===== config.mk =====
export PLATFORM = sky130hd
export DESIGN_NAME = wrr_arbiter_flat
export DESIGN_NICKNAME = d
export VERILOG_FILES = /design/src/rtl/wrr_arbiter_pkg.sv /design/src/rtl/wrr_arbiter_if.sv /design/src/rtl/rr_pick.sv /design/src/rtl/wrr_arbiter.sv /design/src/flat_wrapper.sv
export SDC_FILE = /design/constraint.sdc
export NUM_CORES = 1
export LEC_CHECK = 0
export BUFFER_PORTS_ARGS = -buffer_cell sky130_fd_sc_hd__clkbuf_2
export CORE_AREA = 2 2 49 51
export CTS_CLUSTER_DIAMETER = 120
export DETAILED_ROUTE_END_ITERATION = 7
export DIE_AREA = 0 0 51 53
export PLACE_DENSITY_LB_ADDON = 0.3
export SLEW_MARGIN = 15
export SYNTH_ARGS = -nofsm -noshare
export SYNTH_HDL_FRONTEND = slang
export SYNTH_HIERARCHICAL = 1
export SYNTH_SLANG_ARGS = --single-unit

===== constraint.sdc =====
create_clock -name clk -period 7.8 [get_ports clk]
set_input_delay 1.17 -clock clk [delete_from_list [all_inputs] [get_ports clk]]
set_output_delay 1.17 -clock clk [all_outputs]
set_load 0.02 [all_outputs]

===== src/rtl/wrr_arbiter_pkg.sv =====
// Shared types and helpers for the weighted round-robin arbiter.
// Contents: arbiter state enum and the grant-index width helper.
// Imported by the interface, the picker and the arbiter top.
package wrr_arbiter_pkg;

    typedef enum logic {
        IDLE  = 1'b0,
        GRANT = 1'b1
    } state_t;

    // Index width for n requesters; a single requester still needs one bit.
    function automatic int idx_width(input int n);
        return (n > 1) ? $clog2(n) : 1;
    endfunction

endpackage


===== src/rtl/wrr_arbiter_if.sv =====
// Request/grant bundle between requesters and the weighted round-robin arbiter.
// master: requester side (drives req_i, weight_i, ready_i); slave: arbiter side.
// Grant-side signals are driven from registers only.
interface wrr_arbiter_if
    import wrr_arbiter_pkg::*;
#(
    parameter int NUM_REQS = 4,
    parameter int WEIGHT_W = 4,
    parameter int IDX_W    = idx_width(NUM_REQS)
) ();

    logic [NUM_REQS-1:0]          req_i;
    logic [NUM_REQS*WEIGHT_W-1:0] weight_i;
    logic                         ready_i;
    logic [NUM_REQS-1:0]          grant_o;
    logic                         grant_valid_o;
    logic [IDX_W-1:0]             grant_idx_o;
    logic                         burst_last_o;

    modport master (
        output req_i, weight_i, ready_i,
        input  grant_o, grant_valid_o, grant_idx_o, burst_last_o
    );

    modport slave (
        input  req_i, weight_i, ready_i,
        output grant_o, grant_valid_o, grant_idx_o, burst_last_o
    );

endinterface


===== src/rtl/rr_pick.sv =====
// Round-robin selector: first set bit of vec scanning ptr+1, ptr+2, ... wrapping.
// Ports: vec/ptr in; onehot/idx of the winner and any (vec non-zero) out.
// Purely combinational; ptr itself is scanned last so a sole requester can win again.
module rr_pick
    import wrr_arbiter_pkg::*;
#(
    parameter int NUM_REQS = 4,
    parameter int IDX_W    = idx_width(NUM_REQS)
) (
    input  logic [NUM_REQS-1:0] vec,
    input  logic [IDX_W-1:0]    ptr,
    output logic [NUM_REQS-1:0] onehot,
    output logic [IDX_W-1:0]    idx,
    output logic                any
);

    logic [2*NUM_REQS-1:0] dbl;
    logic [NUM_REQS-1:0]   rot;
    logic [IDX_W:0]        shamt;
    logic [IDX_W:0]        sum;
    logic [IDX_W-1:0]      off;

    // Rotating the doubled vector right by ptr+1 puts the highest-priority
    // candidate at bit 0; shamt==NUM_REQS (ptr at the top) is the identity.
    assign shamt = {1'b0, ptr} + (IDX_W+1)'(1);
    assign dbl   = {vec, vec} >> shamt;
    assign rot   = dbl[NUM_REQS-1:0];
    assign any   = |vec;

    always_comb begin
        off = '0;
        for (int i = NUM_REQS - 1; i >= 0; i--) begin
            if (rot[i]) begin
                off = IDX_W'(i);
            end
        end
        // Undo the rotation: winner = (ptr + 1 + off) mod NUM_REQS, at most 2N-1.
        sum = shamt + {1'b0, off};
        if (sum >= (IDX_W+1)'(NUM_REQS)) begin
            sum = sum - (IDX_W+1)'(NUM_REQS);
        end
        idx    = sum[IDX_W-1:0];
        onehot = '0;
        if (any) begin
            onehot[idx] = 1'b1;
        end
    end

endmodule


===== src/rtl/wrr_arbiter.sv =====
// Weighted round-robin arbiter: owner keeps a registered one-hot grant for weight+1 beats.
// Ports: clk, rst (async, active-high), bus (slave side of wrr_arbiter_if).
// Request to grant 1 cycle from idle; handover is back-to-back; beats only count when ready_i.
module wrr_arbiter
    import wrr_arbiter_pkg::*;
#(
    parameter int NUM_REQS = 4,
    parameter int WEIGHT_W = 4,
    localparam int IDX_W   = idx_width(NUM_REQS)
) (
    input  logic          clk,
    input  logic          rst,
    wrr_arbiter_if.slave  bus
);

    state_t              state_q, state_d;
    logic [IDX_W-1:0]    ptr_q, ptr_d;
    logic [IDX_W-1:0]    idx_q, idx_d;
    logic [WEIGHT_W-1:0] credit_q, credit_d;
    logic [NUM_REQS-1:0] grant_q, grant_d;

    logic [NUM_REQS-1:0] pick_onehot;
    logic [IDX_W-1:0]    pick_idx;
    logic                pick_any;
    logic [WEIGHT_W-1:0] new_weight;
    logic                release_now;

    // When the owner drops its request its bit is already zero, so masking the
    // owner out of req_i on release is a no-op; req_i feeds the picker directly.
    rr_pick #(
        .NUM_REQS (NUM_REQS),
        .IDX_W    (IDX_W)
    ) u_pick (
        .vec    (bus.req_i),
        .ptr    (ptr_q),
        .onehot (pick_onehot),
        .idx    (pick_idx),
        .any    (pick_any)
    );

    // Weight of the requester about to be granted.
    always_comb begin
        new_weight = '0;
        for (int k = 0; k < NUM_REQS; k++) begin
            if (pick_idx == IDX_W'(k)) begin
                new_weight = bus.weight_i[k*WEIGHT_W +: WEIGHT_W];
            end
        end
    end

    always_comb begin
        state_d     = state_q;
        ptr_d       = ptr_q;
        idx_d       = idx_q;
        credit_d    = credit_q;
        grant_d     = grant_q;
        release_now = 1'b0;

        case (state_q)
            IDLE: begin
                release_now = 1'b1;
            end
            GRANT: begin
                if (!bus.req_i[idx_q]) begin
                    release_now = 1'b1;
                end else if (bus.ready_i) begin
                    if (credit_q == '0) begin
                        release_now = 1'b1;
                    end else begin
                        credit_d = credit_q - WEIGHT_W'(1);
                    end
                end
            end
            default: ;
        endcase

        // From IDLE "release" just means arbitrate; with no requester it stays idle.
        if (release_now) begin
            if (pick_any) begin
                state_d  = GRANT;
                grant_d  = pick_onehot;
                idx_d    = pick_idx;
                ptr_d    = pick_idx;
                credit_d = new_weight;
            end else begin
                state_d  = IDLE;
                grant_d  = '0;
                credit_d = '0;
            end
        end
    end

    always_ff @(posedge clk or posedge rst) begin
        if (rst) begin
            state_q  <= IDLE;
            ptr_q    <= IDX_W'(NUM_REQS - 1);
            idx_q    <= '0;
            credit_q <= '0;
            grant_q  <= '0;
        end else begin
            state_q  <= state_d;
            ptr_q    <= ptr_d;
            idx_q    <= idx_d;
            credit_q <= credit_d;
            grant_q  <= grant_d;
        end
    end

    assign bus.grant_o       = grant_q;
    assign bus.grant_valid_o = |grant_q;
    assign bus.grant_idx_o   = idx_q;
    assign bus.burst_last_o  = (state_q == GRANT) && (credit_q == '0);

endmodule


===== src/flat_wrapper.sv =====
// flat-port wrapper written by rule: the top's interface ports become plain ports
module wrr_arbiter_flat import wrr_arbiter_pkg::*;
#(
    parameter int NUM_REQS = 4,
    parameter int WEIGHT_W = 4,
    localparam int IDX_W   = idx_width(NUM_REQS)
)
  (clk, rst, bus_req_i, bus_weight_i, bus_ready_i, bus_grant_o, bus_grant_valid_o, bus_grant_idx_o, bus_burst_last_o);
  wrr_arbiter_if #(.NUM_REQS(NUM_REQS), .WEIGHT_W(WEIGHT_W)) bus_i ();
  input  logic clk;
  input  logic rst;
  input wire logic [$bits(bus_i.req_i)-1:0] bus_req_i;
  input wire logic [$bits(bus_i.weight_i)-1:0] bus_weight_i;
  input wire logic [$bits(bus_i.ready_i)-1:0] bus_ready_i;
  output wire logic [$bits(bus_i.grant_o)-1:0] bus_grant_o;
  output wire logic [$bits(bus_i.grant_valid_o)-1:0] bus_grant_valid_o;
  output wire logic [$bits(bus_i.grant_idx_o)-1:0] bus_grant_idx_o;
  output wire logic [$bits(bus_i.burst_last_o)-1:0] bus_burst_last_o;
  assign bus_i.req_i = bus_req_i;
  assign bus_i.weight_i = bus_weight_i;
  assign bus_i.ready_i = bus_ready_i;
  assign bus_grant_o = bus_i.grant_o;
  assign bus_grant_valid_o = bus_i.grant_valid_o;
  assign bus_grant_idx_o = bus_i.grant_idx_o;
  assign bus_burst_last_o = bus_i.burst_last_o;
  wrr_arbiter #(.NUM_REQS(NUM_REQS), .WEIGHT_W(WEIGHT_W)) u_core (.clk(clk), .rst(rst), .bus(bus_i));
endmodule

* After elaboration in Yosys (flattened, before gate mapping) *
Cells that the tools add are included.
W data, S select, Z words.

operators by class
  add/subtract/negate cells = 4
  order comparisons = 4
  equal/unequal tests = 4
  shifts and indexed selects = 1
  multiplexer cells = 25
  bitwise operators = 1
  reduce and logical (&&, ||, !) cells = 11

operator list
  cell                   count
  $mux W4                11
  $mux W2                5
  $reduce_or A4 Y1       2
  $shr A8 B3 Y4          1
  $lt A2 B3 Y1 const B   2
  $mux W1                6
  $reduce_bool A2 Y1     3
  $eq A2 B2 Y1 const B   2
  $logic_not A4 Y1       1
  $reduce_and A4 Y1      1
  $sub A4 B1 Y4 const B  1
  $add A2 B1 Y3 const B  1
  $add A3 B2 Y3          1
  $ge A3 B3 Y1 const B   1
  $bmux W1 S2            1
  $demux W1 S2           1
  $eq A2 B1 Y1 const B   1
  $ge A2 B1 Y1 const B   1
  $logic_and A1 B1 Y1    2
  $logic_not A2 Y1       1
  $ne A2 B1 Y1 const B   1
  $pmux W1 S2            1
  $reduce_and A2 Y1      1
  $sub A2 B1 Y2 const B  1
  $not A1 Y1             1

storage, ports and cells
  register bits = 13
  input bits = 23
  output and inout bits = 8
  logic and storage cells = 55

* Logic depth before layout (Yosys ltp) *
Gate-level depths: netlist of the first run.

  depth in word-level cells = 16
  mapped depth = 12
  depth with buffers taken out = 11

* Cells and area by module *
The synthesis of the first run kept the hierarchy.

by module, submodules not included
  module       times used  cells an instance  area each (sq um)  seq. area each (sq um)
  wrr_arbiter  1           72                 804.5              327.8
  rr_pick      1           44                 312.8              0.0

* Worst setup path after synthesis of the first run *
OpenSTA, ideal clock, no wires.

  path type = input port to flip-flop
  from = in bus_req_i[1]
  to = reg u_core.credit_q[1]
  library setup time = 0.124 ns
  data arrival time = 2.959 ns
  required time = 7.676 ns
  setup slack = 4.717 ns
  stages = 11
  path buffers = 1
  path through = buf_6 > nor3b_1 > a311oi_1 > a21oi_1 > nor2_1 > ha_1 > xor2_1 > xnor2_1 > mux4_2 > o211ai_1 > a21oi_1

between the ends
  longest elaborated chain between the ends = 15
  elaborated cells between the ends (all ways) = 29
  those cells by class = add/sub (2); order compare (1); eq/ne (4); shift (1); mux (15); reduce/logical (6)

ends and longest elaborated chain
  item                                           RTL line                      source
  start: declaration                             flat_wrapper.sv:12            input wire logic [$bits(bus_i.req_i)-1:0] bus_req_i;
  $shr A8 B3 Y4 *                                rr_pick.sv:26                 assign dbl = {vec, vec} >> shamt;
  $mux W2 (3 in a row)                           rr_pick.sv:33                 if (rot[i]) begin
  $mux W2 *                                      rr_pick.sv:33
  $add A3 B2 Y3 *                                rr_pick.sv:38                 sum = shamt + {1'b0, off};
  $ge A3 B3 Y1 or $sub A2 B1 Y2 (tied branches)  rr_pick.sv:39, rr_pick.sv:40
  $mux W2 *                                      rr_pick.sv:39                 if (sum >= (IDX_W+1)'(NUM_REQS)) begin
  net u_core.pick_idx[1]                         wrr_arbiter.sv:23             logic [IDX_W-1:0] pick_idx;
  $logic_not A2 Y1                               wrr_arbiter.sv:45             if (pick_idx == IDX_W'(k)) begin
  $mux W4 (3 in a row)                           wrr_arbiter.sv:45
  $mux W4 *                                      wrr_arbiter.sv:45
  $mux W4 *                                      wrr_arbiter.sv:79             if (pick_any) begin
  $mux W4 *                                      wrr_arbiter.sv:78             if (release_now) begin
  end signal: assignment                         wrr_arbiter.sv:104            credit_q <= credit_d;
  end: declaration                               wrr_arbiter.sv:19             logic [WEIGHT_W-1:0] credit_q, credit_d;

The timed path passes the listed nets; every way through them passes the cells marked *. The select of a mux whose other input is x is not followed.
A chain may end at the register's enable or synchronous reset.

* Final worst setup path of the first run *
  from = in bus_req_i[0]
  to = reg u_core.credit_q[3]

The elaborated chain is that of the path after synthesis.

==> implementation parameters, run 1 <==
Parameter                              Value

Route
  Initial DRC Count ... 12
  Via-per-instance ratio ... 5.40
  Detailed-route wire length per cell ... 14.0 um
  DRC violation count after routing ... 0
  Routed Antenna Nets ... 0
  Via count ... 935
  Total length of routed wires ... 2.42 mm
  Iteration count of the initial detailed-routing pass ... 4

STA
  Slew Viols, Final ... 0
  Setup violations, final ... 0
  Shortest clock period the worst path allows after layout ... 3.18 ns
  Headroom to the max-slew limit ... 0.604
  Worst hold slack ... 0.555 ns
  Slew at the pin with the worst max-slew slack ... 0.590 ns
  Final Hold Violating Endpoints ... 0
  Final worst slack ... 4.62 ns
  Setup TNS ... 0 ns
  Final worst-path cycle share ... 0.408
  Unrepaired setup endpoints after global routing ... no
  Final clock skew ... 0.00479 ns
  Highest clock rate ... 314 MHz

Job
  Max cap viols ... 0

Logic synthesis
  Share of flip-flops with an asynchronous set or reset ... 1.00
  Sequential-to-total area share from yosys stat ... 0.293
  Syn_nets ... 143
  Synthesis Warnings ... 6
  Mean instance size in the synthesized netlist ... 9.63 sq um
  Count of distinct cell types in the synthesized netlist ... 38
  Summed instance area of the synthesized netlist ... 1120 sq um
  Number of enable flip-flop cells after synthesis ... 0
  Commonest register cell after synthesis ... sky130_fd_sc_hd__dfrtp_1
  Synthesized instance count ... 116
  Number of synthesized register bits ... 13

Setup path
  Worst setup slack for register-to-register paths ... 5.01 ns
  Crit Path Category ... in2reg
  Data arrival time of the worst path ... 3.32 ns
  Capturing point of the worst reg2reg path ... u_core/credit_q[3]
  Start point of the critical path ... bus_req_i[0]
  Number of cells traversed by the worst register-to-register path ... 10
  Crit. End Element ... register
  Endpoint required time on the critical path ... 7.93 ns
  Crit-path max FO ... 8
  RR Startpoint ... u_core/ptr_q[0]
  CP endpoint ... u_core/credit_q[3]
  Setup crit start kind ... input port

Clocking
  H-tree level count ... 1
  Post-CTS Setup Inserts ... 0
  Skew-Pair Late Insertion Delay ... 0.27 ns
  Max Buffers Root-to-Sink ... 2
  TritonCTS Buffers ... 3
  Post-CTS Hold Fix Bufs ... 0
  Total number of clock tree sinks ... 13
  Clock root buffer ... sky130_fd_sc_hd__clkbuf_4
  TritonCTS clock tree ... done
  Clock transition at the register clock pins on the worst setup and hold paths after CTS ... 0.08 ns
  Number of gates given a new drive strength after cts ... 0

Floorplan
  Chip Height ... 53 um
  Die Wd ... 51 um
  Initial cell density of the core ... 0.520
  Number of placement rows ... 17
  I/O pins ... 31
  Floorplan core area ... 2150 sq um
  Area of the die ... 2700 sq um

Cells and area
  Post-layout util ... 0.601
  Number of diodes ... 0
  Share of cells above drive strength 1 ... 0.359
  Area overhead of the layout relative to synthesis ... 15.6%
  Final net count ... 173

Global route
  Antenna violations before repair ... 0
  Global-route usage over all layers ... 0.204
  Vias in the first global route ... 908
  Wire length of the first global-routing pass ... 4.11 mm
  Largest net degree at the start of global routing ... 14
  GR Overflow Total ... 0

Placed design
  Post-placement setup slack ... 4.32 ns
  Number of buffers inserted by port buffering ... 30
  GP Congestion ... 0.765
  Placed wire-length estimate after detailed placement ... 1.92 mm

Pwr
  Total power ... 604 uW
  Leakage power figure ... 0.000599 uW
  Pwr dens ... 468 nW/um^2
  Peak supply drop ... 271 uV

Status
  Result of the run ... completed

Min path
  Min-Delay Path Class ... reg2reg
-- cell usage after synthesis (2+ instances only) --
library cell / instances / share of area
sky130_fd_sc_hd__buf_2: 3 / 0.013
sky130_fd_sc_hd__nor3_1: 3 / 0.013
sky130_fd_sc_hd__dfrtp_1: 11 / 0.25
sky130_fd_sc_hd__mux4_2: 4 / 0.081
sky130_fd_sc_hd__mux2i_1: 10 / 0.090
sky130_fd_sc_hd__buf_6: 2 / 0.020
sky130_fd_sc_hd__ha_1: 4 / 0.045
sky130_fd_sc_hd__nand2_1: 13 / 0.044
sky130_fd_sc_hd__nand2b_1: 3 / 0.017
sky130_fd_sc_hd__mux2_2: 4 / 0.040
sky130_fd_sc_hd__a21oi_1: 5 / 0.022
sky130_fd_sc_hd__inv_1: 12 / 0.040
sky130_fd_sc_hd__o211ai_1: 2 / 0.013
sky130_fd_sc_hd__nor2_1: 7 / 0.024
sky130_fd_sc_hd__nor3b_1: 3 / 0.020
sky130_fd_sc_hd__dfstp_2: 2 / 0.047
sky130_fd_sc_hd__o22ai_1: 3 / 0.017
sky130_fd_sc_hd__o21ai_0: 3 / 0.013
sky130_fd_sc_hd__nor2b_1: 2 / 0.011
sky130_fd_sc_hd__xnor2_1: 2 / 0.016
-- worst min path at each step --
stage | cells past startpoint | end | from | slack [ns]
floorplan | 2 | u_core/credit_q[1] | u_core/credit_q[1] | 0.52
global placement | 2 | u_core/bus.grant_o[2] | u_core/bus.grant_o[2] | 0.54
detailed placement | 1 | u_core/bus.grant_idx_o[1] | u_core/bus.grant_idx_o[1] | 0.54
CTS | 1 | u_core/bus.grant_idx_o[1] | u_core/bus.grant_idx_o[1] | 0.56
global route | 2 | u_core/bus.grant_o[0] | u_core/bus.grant_o[0] | 0.59
finish | 2 | u_core/bus.grant_o[0] | u_core/bus.grant_o[0] | 0.55
-- layer usage --
metal  vias up  wire, um  global-route usage
li1        470         -                   -
met1       447      1070               0.263
met2        14      1270               0.351
met3         4        46              0.0113
met4         0        42              0.0991
met5         -         0                   0
-- sequential cells by signal (all words and copies together), names as in the netlist --
register and cells:
u_core/credit_q 4, u_core/ptr_q 2, u_core/bus.grant_o 4, u_core/bus.grant_idx_o 2, u_core/state_q 1
-- logic make-up after synthesis --
logic type               after synthesis  share of synthesized area
XOR/XNOR                               3                     0.0235
adder cells (fa/ha/maj)                4                     0.0448
AO/OA/AOI/OAI                         20                      0.147
AND/OR/NAND/NOR                       40                      0.194
buffers and inverters                 17                     0.0739
multiplexers                          19                      0.224
flip-flops                            13                      0.293
-- critical path, cell delays in order --
cell and delay [ns]:
sky130_fd_sc_hd__clkbuf_2 0.16, sky130_fd_sc_hd__nor3b_1 0.21, sky130_fd_sc_hd__a21oi_1 0.06, sky130_fd_sc_hd__a21oi_1 0.16, sky130_fd_sc_hd__nor2_1 0.08, sky130_fd_sc_hd__ha_1 0.22
sky130_fd_sc_hd__xor2_1 0.18, sky130_fd_sc_hd__xnor2_1 0.50, sky130_fd_sc_hd__mux4_2 0.39, sky130_fd_sc_hd__o21ai_0 0.09, sky130_fd_sc_hd__o22ai_1 0.10
-- area by class of cell --
type,instances,area [sq um]
Clock buffer,4,26.3
Fill cell,192,857
Inverter,12,45.0
Multi-Input combinational cell,86,707
Sequential cell,13,328
Tap cell,28,35.0
Timing Repair Buffer,30,150
-- metrics by stage --
stage          area (sq um)  std cells
2_1_floorplan          1120        116
3_3_place_gp           1260        169
3_5_place_dp           1260        169
4_1_cts                1290        173
5_1_grt                1290        173
6_report               1290        173
-- layout by cell type, fill, tap and decap left out, types with 2 or more instances in the layout --
cell / synthesis / layout
sky130_fd_sc_hd__xnor2_1: 2 / 2
sky130_fd_sc_hd__mux4_2: 4 / 4
sky130_fd_sc_hd__mux2i_1: 10 / 10
sky130_fd_sc_hd__nor3_1: 3 / 3
sky130_fd_sc_hd__dfstp_2: 2 / 2
sky130_fd_sc_hd__o21ai_0: 3 / 3
sky130_fd_sc_hd__a21oi_1: 5 / 5
sky130_fd_sc_hd__inv_1: 12 / 12
sky130_fd_sc_hd__dfrtp_1: 11 / 11
sky130_fd_sc_hd__nand2_1: 13 / 13
sky130_fd_sc_hd__o22ai_1: 3 / 3
sky130_fd_sc_hd__ha_1: 4 / 4
sky130_fd_sc_hd__nand2b_1: 3 / 3
sky130_fd_sc_hd__o211ai_1: 2 / 2
sky130_fd_sc_hd__clkbuf_2: 0 / 30
sky130_fd_sc_hd__mux2_2: 4 / 4
sky130_fd_sc_hd__nor2_1: 7 / 7
sky130_fd_sc_hd__nor3b_1: 3 / 3
sky130_fd_sc_hd__clkbuf_4: 0 / 3
sky130_fd_sc_hd__nor2b_1: 2 / 2
-- power breakdown --
| part | internal [uW] | switching [uW] | leakage [uW] | total, uW |
|---|---|---|---|---|
| Combinational | 201 | 222 | 0.000429 | 423 |
| Sequential | 106 | 33.0 | 0.000154 | 139 |
| Clock | 19.8 | 22.2 | 0.0000150 | 41.9 |
Power figures use the tool's default switching activity.
==> inputs of run 2 (changes only) <==
- CORE_AREA: 2 2 49 51 -> 2 2 53 55
- DIE_AREA: 0 0 51 53 -> 0 0 55 57
- clock period: 7.8 -> 2.8 ns (I/O delays scaled with it)
==> run 2 against run 1 <==
  * Critical path depth fell by 2
  * Combinational power rose to 2.8 times the previous value
  * Largest power group unchanged
  * Worst hold slack got worse by 0.41 ns
  * Design area rose by 1.5%
==> implementation parameters, run 2 (synthesis gave the netlist of run 1 again) <==
Parameter                              Value

Status
  Result of the run ... completed (unchanged)

Setup path
  Crit. End Element ... register (unchanged)
  Data arrival time of the worst path ... 2.70 ns (was 3.32 ns)
  Crit Path Category ... reg2reg (was in2reg)
  Setup crit start kind ... register (was input port)
  Crit-path max FO ... 10 (was 8)
  Endpoint required time on the critical path ... 2.94 ns (was 7.93 ns)

Global route
  Vias in the first global route ... 890 (was 908)
  Antenna violations before repair ... 0 (unchanged)
  GR Overflow Total ... 0 (unchanged)
  Global-route usage over all layers ... 0.164 (was 0.204)
  Wire length of the first global-routing pass ... 3.68 mm (was 4.11 mm)
  Largest net degree at the start of global routing ... 14 (unchanged)

Clocking
  H-tree level count ... 1 (unchanged)
  Total number of clock tree sinks ... 13 (unchanged)
  TritonCTS Buffers ... 3 (unchanged)
  Clock transition at the register clock pins on the worst setup and hold paths after CTS ... 0.08 ns (about the same)
  Max Buffers Root-to-Sink ... 2 (unchanged)
  Post-CTS Setup Inserts ... 0 (unchanged)
  Clock root buffer ... sky130_fd_sc_hd__clkbuf_4 (unchanged)
  Skew-Pair Late Insertion Delay ... 0.27 ns (about the same)
  TritonCTS clock tree ... done (unchanged)

Floorplan
  Initial cell density of the core ... 0.427 (was 0.520)
  Die Wd ... 55 um (was 51 um)
  Floorplan core area ... 2620 sq um (was 2150 sq um)
  Area of the die ... 3140 sq um (was 2700 sq um)
  Number of placement rows ... 19 (was 17)
  Chip Height ... 57 um (was 53 um)
  I/O pins ... 31 (unchanged)

Route
  Initial DRC Count ... 21 (was 12)
  Detailed-route wire length per cell ... 13.4 um (was 14.0 um)
  Routed Antenna Nets ... 0 (unchanged)
  Via-per-instance ratio ... 5.34 (was 5.40)
  Total length of routed wires ... 2.35 mm (was 2.42 mm)
  Iteration count of the initial detailed-routing pass ... 4 (unchanged)
  DRC violation count after routing ... 0 (unchanged)
  Via count ... 940 (was 935)

Cells and area
  Post-layout util ... 0.501 (was 0.601)
  Most frequent cells in the layout ... 30 x sky130_fd_sc_hd__clkbuf_2, 13 x sky130_fd_sc_hd__nand2_1, 12 x sky130_fd_sc_hd__inv_1 (unchanged)
  Share of cells above drive strength 1 ... 0.372 (was 0.359)
  Number of inserted filler cells in the final layout ... 253 (was 192)
  Most frequent standard cell in the layout excluding fill and tap cells ... sky130_fd_sc_hd__clkbuf_2 (unchanged)
  Area overhead of the layout relative to synthesis ... 17.2% (was 15.6%)
  Number of diodes ... 0 (unchanged)
  Design area ... 1310 sq um (was 1290 sq um)
  Final net count ... 173 (unchanged)

Pwr
  Switching power total ... 759 uW (was 277 uW)
  Reg power frac ... 0.231 (was 0.230)
  Leakage power figure ... 0.000605 uW (was 0.000599 uW)
  Clock Power Share ... 0.069 (about the same)
  Peak supply drop ... 795 uV (was 271 uV)
  Pwr dens ... 1290 nW/um^2 (was 468 nW/um^2)
  Comb power frac ... 0.700 (was 0.701)
  Switching part of the total power ... 0.450 (was 0.459)
  Internal Pwr Total ... 927 uW (was 327 uW)

STA
  Unrepaired setup endpoints after global routing ... no (unchanged)
  Final worst-path cycle share ... 0.916
  Slew at the pin with the worst max-slew slack ... 0.528 ns (was 0.590 ns)
  Highest clock rate ... 390 MHz
  Shortest clock period the worst path allows after layout ... 2.56 ns
  Setup TNS ... 0 ns (unchanged)
  Setup violations, final ... 0 (unchanged)
  Headroom to the max-slew limit ... 0.648 (was 0.604)
  Final clock skew ... 0.00248 ns (was 0.00479 ns)
  Slew Viols, Final ... 0 (unchanged)
  Final Hold Violating Endpoints ... 0 (unchanged)

Placed design
  Number of buffers inserted by port buffering ... 30 (unchanged)
  Placed wire-length estimate after detailed placement ... 1.91 mm (was 1.92 mm)
  GP Congestion ... 0.772 (was 0.765)
  DP Area ... 1270 sq um (was 1260 sq um)

Min path
  Min-Delay Path Class ... in2async (was reg2reg)

Job
  Max cap viols ... 0 (unchanged)
[run 2: final cells by class]
class	instances	area, sq um	area share
timing repair buffer	30	150	0.115
clock buffer	4	26.3	0.0201
sequential	13	328	0.250
inverter	12	45.0	0.0344
tap	31	38.8	0.0296
multi-input combinational	86	722	0.551
[run 2: worst max-delay path: stages, from the launching register on]
cell and delay [ns]:
sky130_fd_sc_hd__dfstp_2 0.62, sky130_fd_sc_hd__nor3b_1 0.07, sky130_fd_sc_hd__a311oi_1 0.30, sky130_fd_sc_hd__a21oi_1 0.07, sky130_fd_sc_hd__nor2_1 0.14, sky130_fd_sc_hd__ha_1 0.25
sky130_fd_sc_hd__inv_1 0.26, sky130_fd_sc_hd__mux4_2 0.54, sky130_fd_sc_hd__o21ai_0 0.08, sky130_fd_sc_hd__o22ai_1 0.10
[run 2: final timing paths]
path / start / to / slack, ns / cells after the start
max: u_core/ptr_q[0] / u_core/credit_q[3] / 0.24 / 9
min: rst / u_core/bus.grant_o[1] / 0.15 / 2
max reg2reg: u_core/ptr_q[0] / u_core/credit_q[3] / 0.24 / 9
min reg2reg: u_core/bus.grant_o[2] / u_core/bus.grant_o[2] / 0.55 / 2
max in group asynchronous: rst / u_core/ptr_q[0] / 2.29 / 2
min in group clk: bus_ready_i / u_core/credit_q[1] / 0.50 / 3
[run 2: through the flow]
stage / setup slack (ns) / hold slack (ns) / total power, uW / instances
global route: 0.0328 / 0.189 / 1840 / 176
detailed placement: 0.00899 / 0.472 / 1560 / 172
floorplan: 0.287 / 0.296 / 1370 / 116
finish: 0.236 / 0.149 / 1690 / 176
global placement: 0.170 / 0.459 / 1520 / 172
CTS: 0.0560 / 0.166 / 1680 / 176
[run 2: what timing repair did]
| item | 4_1_cts | 5_1_grt |
|---|---|---|
| gates resized for setup | 0 | 2 |
| setup endpoints to repair | 0 | 4 |
| hold buffers | 0 | 0 |
[run 2: power groups by stage]
stage | Clock [uW] | Combinational, uW | Sequential (uW)
final | 116 | 1180 | 389
after global routing | 132 | 1300 | 402
after CTS | 122 | 1170 | 386
after detailed placement | 0 | 1170 | 390
after global placement | 0 | 1140 | 382
after floorplan | 0 | 980 | 388
[run 2: per-layer routing]
| layer | part of all wire | wire [um] | vias up | GRT usage |
|---|---|---|---|---|
| met5 | 0 | 0 | - | 0 |
| met4 | 0.022 | 52 | 0 | 0.0836 |
| li1 | - | - | 468 | - |
| met2 | 0.51 | 1200 | 21 | 0.291 |
| met3 | 0.045 | 107 | 4 | 0.0183 |
| met1 | 0.42 | 993 | 447 | 0.185 |
==> inputs of run 3 (changes only) <==
- CORE_AREA: 2 2 53 55 -> 2 2 50 52
- DIE_AREA: 0 0 55 57 -> 0 0 52 54
- SETUP_SLACK_MARGIN: default -> 0.3
- SYNTH_HIERARCHICAL: 1 -> default
==> run 3 against run 2 <==
  * Via count grew 1.2%
  * Worst setup slack gained 0.15 ns
  * Design area shrank 7.7%
  * Wire length shrank 7.5%
  * Sequential share of layout area grew 2.1 points
  * Clock power is essentially flat
  * Critical endpoint is now u_core.credit_q[2]
==> implementation parameters, run 3 <==
Parameter                              Value

STA
  Slew Viols, Final ... 0 (unchanged)
  Final clock skew ... 0.00614 ns (was 0.00248 ns)
  Setup violations, final ... 0 (unchanged)
  Highest clock rate ... 414 MHz (was 390 MHz)
  Unrepaired setup endpoints after global routing ... yes (was no)
  Setup TNS ... 0 ns (unchanged)
  Slew at the pin with the worst max-slew slack ... 0.490 ns (was 0.528 ns)
  Final worst-path cycle share ... 0.862 (was 0.916)
  Shortest clock period the worst path allows after layout ... 2.41 ns (was 2.56 ns)
  Headroom to the max-slew limit ... 0.673 (was 0.648)
  Final worst slack ... 0.387 ns (was 0.236 ns)
  Final Hold Violating Endpoints ... 0 (unchanged)

Logic synthesis
  Summed instance area of the synthesized netlist ... 987 sq um (was 1120 sq um)
  Synthesis Warnings ... 0 (was 6)
  Most common library cells after synthesis ... 12 x sky130_fd_sc_hd__nor2_1, 11 x sky130_fd_sc_hd__dfrtp_1, 10 x sky130_fd_sc_hd__a21oi_1, 9 x sky130_fd_sc_hd__nand2_1, 7 x sky130_fd_sc_hd__inv_1 (was 13 x sky130_fd_sc_hd__nand2_1, 12 x sky130_fd_sc_hd__inv_1, 11 x sky130_fd_sc_hd__dfrtp_1, 10 x sky130_fd_sc_hd__mux2i_1, 7 x sky130_fd_sc_hd__nor2_1)
  Top cell type by total area after synthesis ... sky130_fd_sc_hd__dfrtp_1 (unchanged)
  Synthesized instance count ... 112 (was 116)
  Most numerous cell in the Yosys netlist ... sky130_fd_sc_hd__nor2_1 (was sky130_fd_sc_hd__nand2_1)
  Mean instance size in the synthesized netlist ... 8.81 sq um (was 9.63 sq um)
  Number of synthesized register bits ... 13 (unchanged)
  Commonest register cell after synthesis ... sky130_fd_sc_hd__dfrtp_1 (unchanged)
  Number of enable flip-flop cells after synthesis ... 0 (unchanged)
  Sequential-to-total area share from yosys stat ... 0.332 (was 0.293)
  Count of distinct cell types in the synthesized netlist ... 43 (was 38)
  Cells taking the most area after synthesis ... sky130_fd_sc_hd__dfrtp_1 28%, sky130_fd_sc_hd__dfstp_2 5.3%, sky130_fd_sc_hd__a21oi_1 5.1% (was sky130_fd_sc_hd__dfrtp_1 25%, sky130_fd_sc_hd__mux2i_1 9.0%, sky130_fd_sc_hd__mux4_2 8.1%)
  Area share of the largest cell type after synthesis ... 0.279 (was 0.246)
  Share of flip-flops with an asynchronous set or reset ... 1.00 (unchanged)
  Syn_nets ... 137 (was 143)

Cells and area
  Number of inserted filler cells in the final layout ... 231 (was 253)
  Final net count ... 170 (was 173)
  Share of cells above drive strength 1 ... 0.326 (was 0.372)
  Footprint of the multi-input gates ... 603 sq um (was 722 sq um)
  Number of diodes ... 0 (unchanged)
  Post-layout util ... 0.521 (was 0.501)
  Most frequent standard cell in the layout excluding fill and tap cells ... sky130_fd_sc_hd__clkbuf_2 (unchanged)
  Flip-flop and latch area ... 328 sq um (unchanged)
  Most frequent cells in the layout ... 30 x sky130_fd_sc_hd__clkbuf_2, 12 x sky130_fd_sc_hd__nor2_1, 11 x sky130_fd_sc_hd__dfrtp_1 (was 30 x sky130_fd_sc_hd__clkbuf_2, 13 x sky130_fd_sc_hd__nand2_1, 12 x sky130_fd_sc_hd__inv_1)
  Area overhead of the layout relative to synthesis ... 22.4% (was 17.2%)

Clocking
  Clock transition at the register clock pins on the worst setup and hold paths after CTS ... 0.08 ns (about the same)
  Skew-Pair Late Insertion Delay ... 0.27 ns (about the same)
  Total number of clock tree sinks ... 13 (unchanged)
  TritonCTS clock tree ... done (unchanged)
  H-tree level count ... 1 (unchanged)
  Clock root buffer ... sky130_fd_sc_hd__clkbuf_4 (unchanged)
  TritonCTS Buffers ... 3 (unchanged)
  Max Buffers Root-to-Sink ... 2 (unchanged)

Route
  Met2 routed wirelength ... 1.08 mm (was 1.20 mm)
  Detailed-route wire length on metal 1 ... 1.01 mm (was 993 um)
  Initial DRC Count ... 27 (was 21)
  Uppermost layer routed ... met4 (unchanged)
  Routed wl met3 ... 52 um (was 107 um)
  Via count ... 951 (was 940)
  Routed Antenna Nets ... 0 (unchanged)
  Total length of routed wires ... 2.18 mm (was 2.35 mm)
  Via-per-instance ratio ... 5.47 (was 5.34)
  DRC violation count after routing ... 0 (unchanged)
  Iteration count of the initial detailed-routing pass ... 4 (unchanged)
  Detailed-route wire length per cell ... 12.5 um (was 13.4 um)

Floorplan
  Floorplan core area ... 2320 sq um (was 2620 sq um)
  Die Wd ... 52 um (was 55 um)
  I/O pins ... 31 (unchanged)
  Chip Height ... 54 um (was 57 um)
  Area of the die ... 2810 sq um (was 3140 sq um)
  Number of placement rows ... 18 (was 19)
  Initial cell density of the core ... 0.426 (was 0.427)

Global route
  Wire length of the first global-routing pass ... 3.62 mm (was 3.68 mm)
  Antenna violations before repair ... 0 (unchanged)
  GR Overflow Total ... 0 (unchanged)
  Largest net degree at the start of global routing ... 19 (was 14)
  Global-route usage over all layers ... 0.174 (was 0.164)
  Vias in the first global route ... 837 (was 890)

Setup path
  Worst path top cell family by delay ... compound AO/OA/AOI/OAI gates (was flip-flops)
  Crit-path max FO ... 8 (was 10)
  Worst setup slack for register-to-register paths ... 0.39 ns (was 0.24 ns)
  Buffer and inverter count on the worst path ... 1 (unchanged)
  Capturing point of the worst reg2reg path ... u_core.credit_q[2] (was u_core/credit_q[3])
  Crit Path Category ... reg2reg (unchanged)
  Setup crit start kind ... register (unchanged)
  CP endpoint ... u_core.credit_q[2] (was u_core/credit_q[3])
  Number of cells traversed by the worst register-to-register path ... 9 (unchanged)
  RR Startpoint ... u_core.ptr_q[0] (was u_core/ptr_q[0])
  Largest stage delay on the critical path ... 0.61 ns (was 0.62 ns)
  Cell-by-cell trace of the critical path ... nor3_1 -> a311oi_1 -> a21oi_1 -> a211oi_2 -> ha_4 -> inv_1 -> xnor2_2 -> or4_1 -> o211a_1 (was nor3b_1 -> a311oi_1 -> a21oi_1 -> nor2_1 -> ha_1 -> inv_1 -> mux4_2 -> o21ai_0 -> o22ai_1)
  Endpoint required time on the critical path ... 2.96 ns (was 2.94 ns)
  Critical path depth in cells ... 9 (unchanged)
  Start point of the critical path ... u_core.ptr_q[0] (was u_core/ptr_q[0])
  Data arrival time of the worst path ... 2.57 ns (was 2.70 ns)
  Crit. End Element ... register (unchanged)
  Slowest stage cell on the critical path ... sky130_fd_sc_hd__dfstp_2 (unchanged)

Pwr
  Leakage power figure ... 0.000561 uW (was 0.000605 uW)
  Total power ... 1510 uW (was 1690 uW)
  Peak supply drop ... 759 uV (was 795 uV)
  Pwr dens ... 1250 nW/um^2 (was 1290 nW/um^2)

Placed design
  Placed wire-length estimate after detailed placement ... 1.72 mm (was 1.91 mm)
  GP Congestion ... 0.776 (was 0.772)
  Number of buffers inserted by port buffering ... 30 (unchanged)
  Post-placement setup slack ... 0.235 ns (was 0.00899 ns)

Job
  Max cap viols ... 0 (unchanged)

Status
  Result of the run ... completed (unchanged)

Min path
  Min-Delay Path Class ... in2async (unchanged)
[run 3: worst min-delay path by stage]
| stage | from | endpoint | slack (ns) | cells past startpoint |
|---|---|---|---|---|
| after floorplan | rst | u_core.bus.grant_idx_o[0] | 0.30 | 1 |
| after detailed placement | rst | u_core.bus.grant_o[1] | 0.45 | 2 |
| after CTS | rst | u_core.bus.grant_o[1] | 0.16 | 2 |
| after global placement | rst | u_core.bus.grant_o[1] | 0.45 | 2 |
| after global routing | rst | u_core.bus.grant_o[3] | 0.18 | 2 |
| final | rst | u_core.bus.grant_o[1] | 0.14 | 2 |
[run 3: area by class of cell]
class,count,share of cell area
multi-input combinational,85,0.499
sequential,13,0.271
clock buffer,4,0.0217
tap,30,0.0311
inverter,7,0.0217
timing repair buffer,35,0.155
[run 3: metrics by stage]
step                instance area (sq um)  instances  hold slack, ns
finish                               1210        174           0.136
global route                         1210        174           0.184
CTS                                  1190        173           0.156
detailed placement                   1140        167           0.451
global placement                     1140        167           0.448
floorplan                             987        112           0.296
[run 3: per-layer routing]
| layer | GRT usage | up-vias |
|---|---|---|
| li1 | - | 476 |
| met1 | 0.228 | 445 |
| met2 | 0.281 | 23 |
| met3 | 0.0250 | 7 |
| met4 | 0.0877 | 0 |
| met5 | 0 | - |
[run 3: cell families (layout without fill, tap and decap cells)]
logic type / Yosys count / count (layout) / synth area share
compound gates: 37 / 37 / 0.276
mux: 6 / 6 / 0.0786
fa+ha+maj: 2 / 2 / 0.0253
flops: 13 / 13 / 0.332
simple gates: 38 / 38 / 0.188
buf+inv: 14 / 46 / 0.0748
xor+xnor: 2 / 2 / 0.0254
[run 3: what timing repair did]
item,CTS,global route
endpoints found under the setup margin,1,2
gates resized for setup,1,2
setup buffers,2,1
hold buffers,0,0
pin swaps,0,1
[run 3: report_power, final]
group | switching [uW] | total (uW) | leakage [uW] | internal (uW)
logic | 539 | 1020 | 0.000394 | 479
registers | 88.4 | 378 | 0.000152 | 290
clock network | 60.0 | 115 | 0.0000150 | 55.1
total | 687 | 1510 | 0.000561 | 824
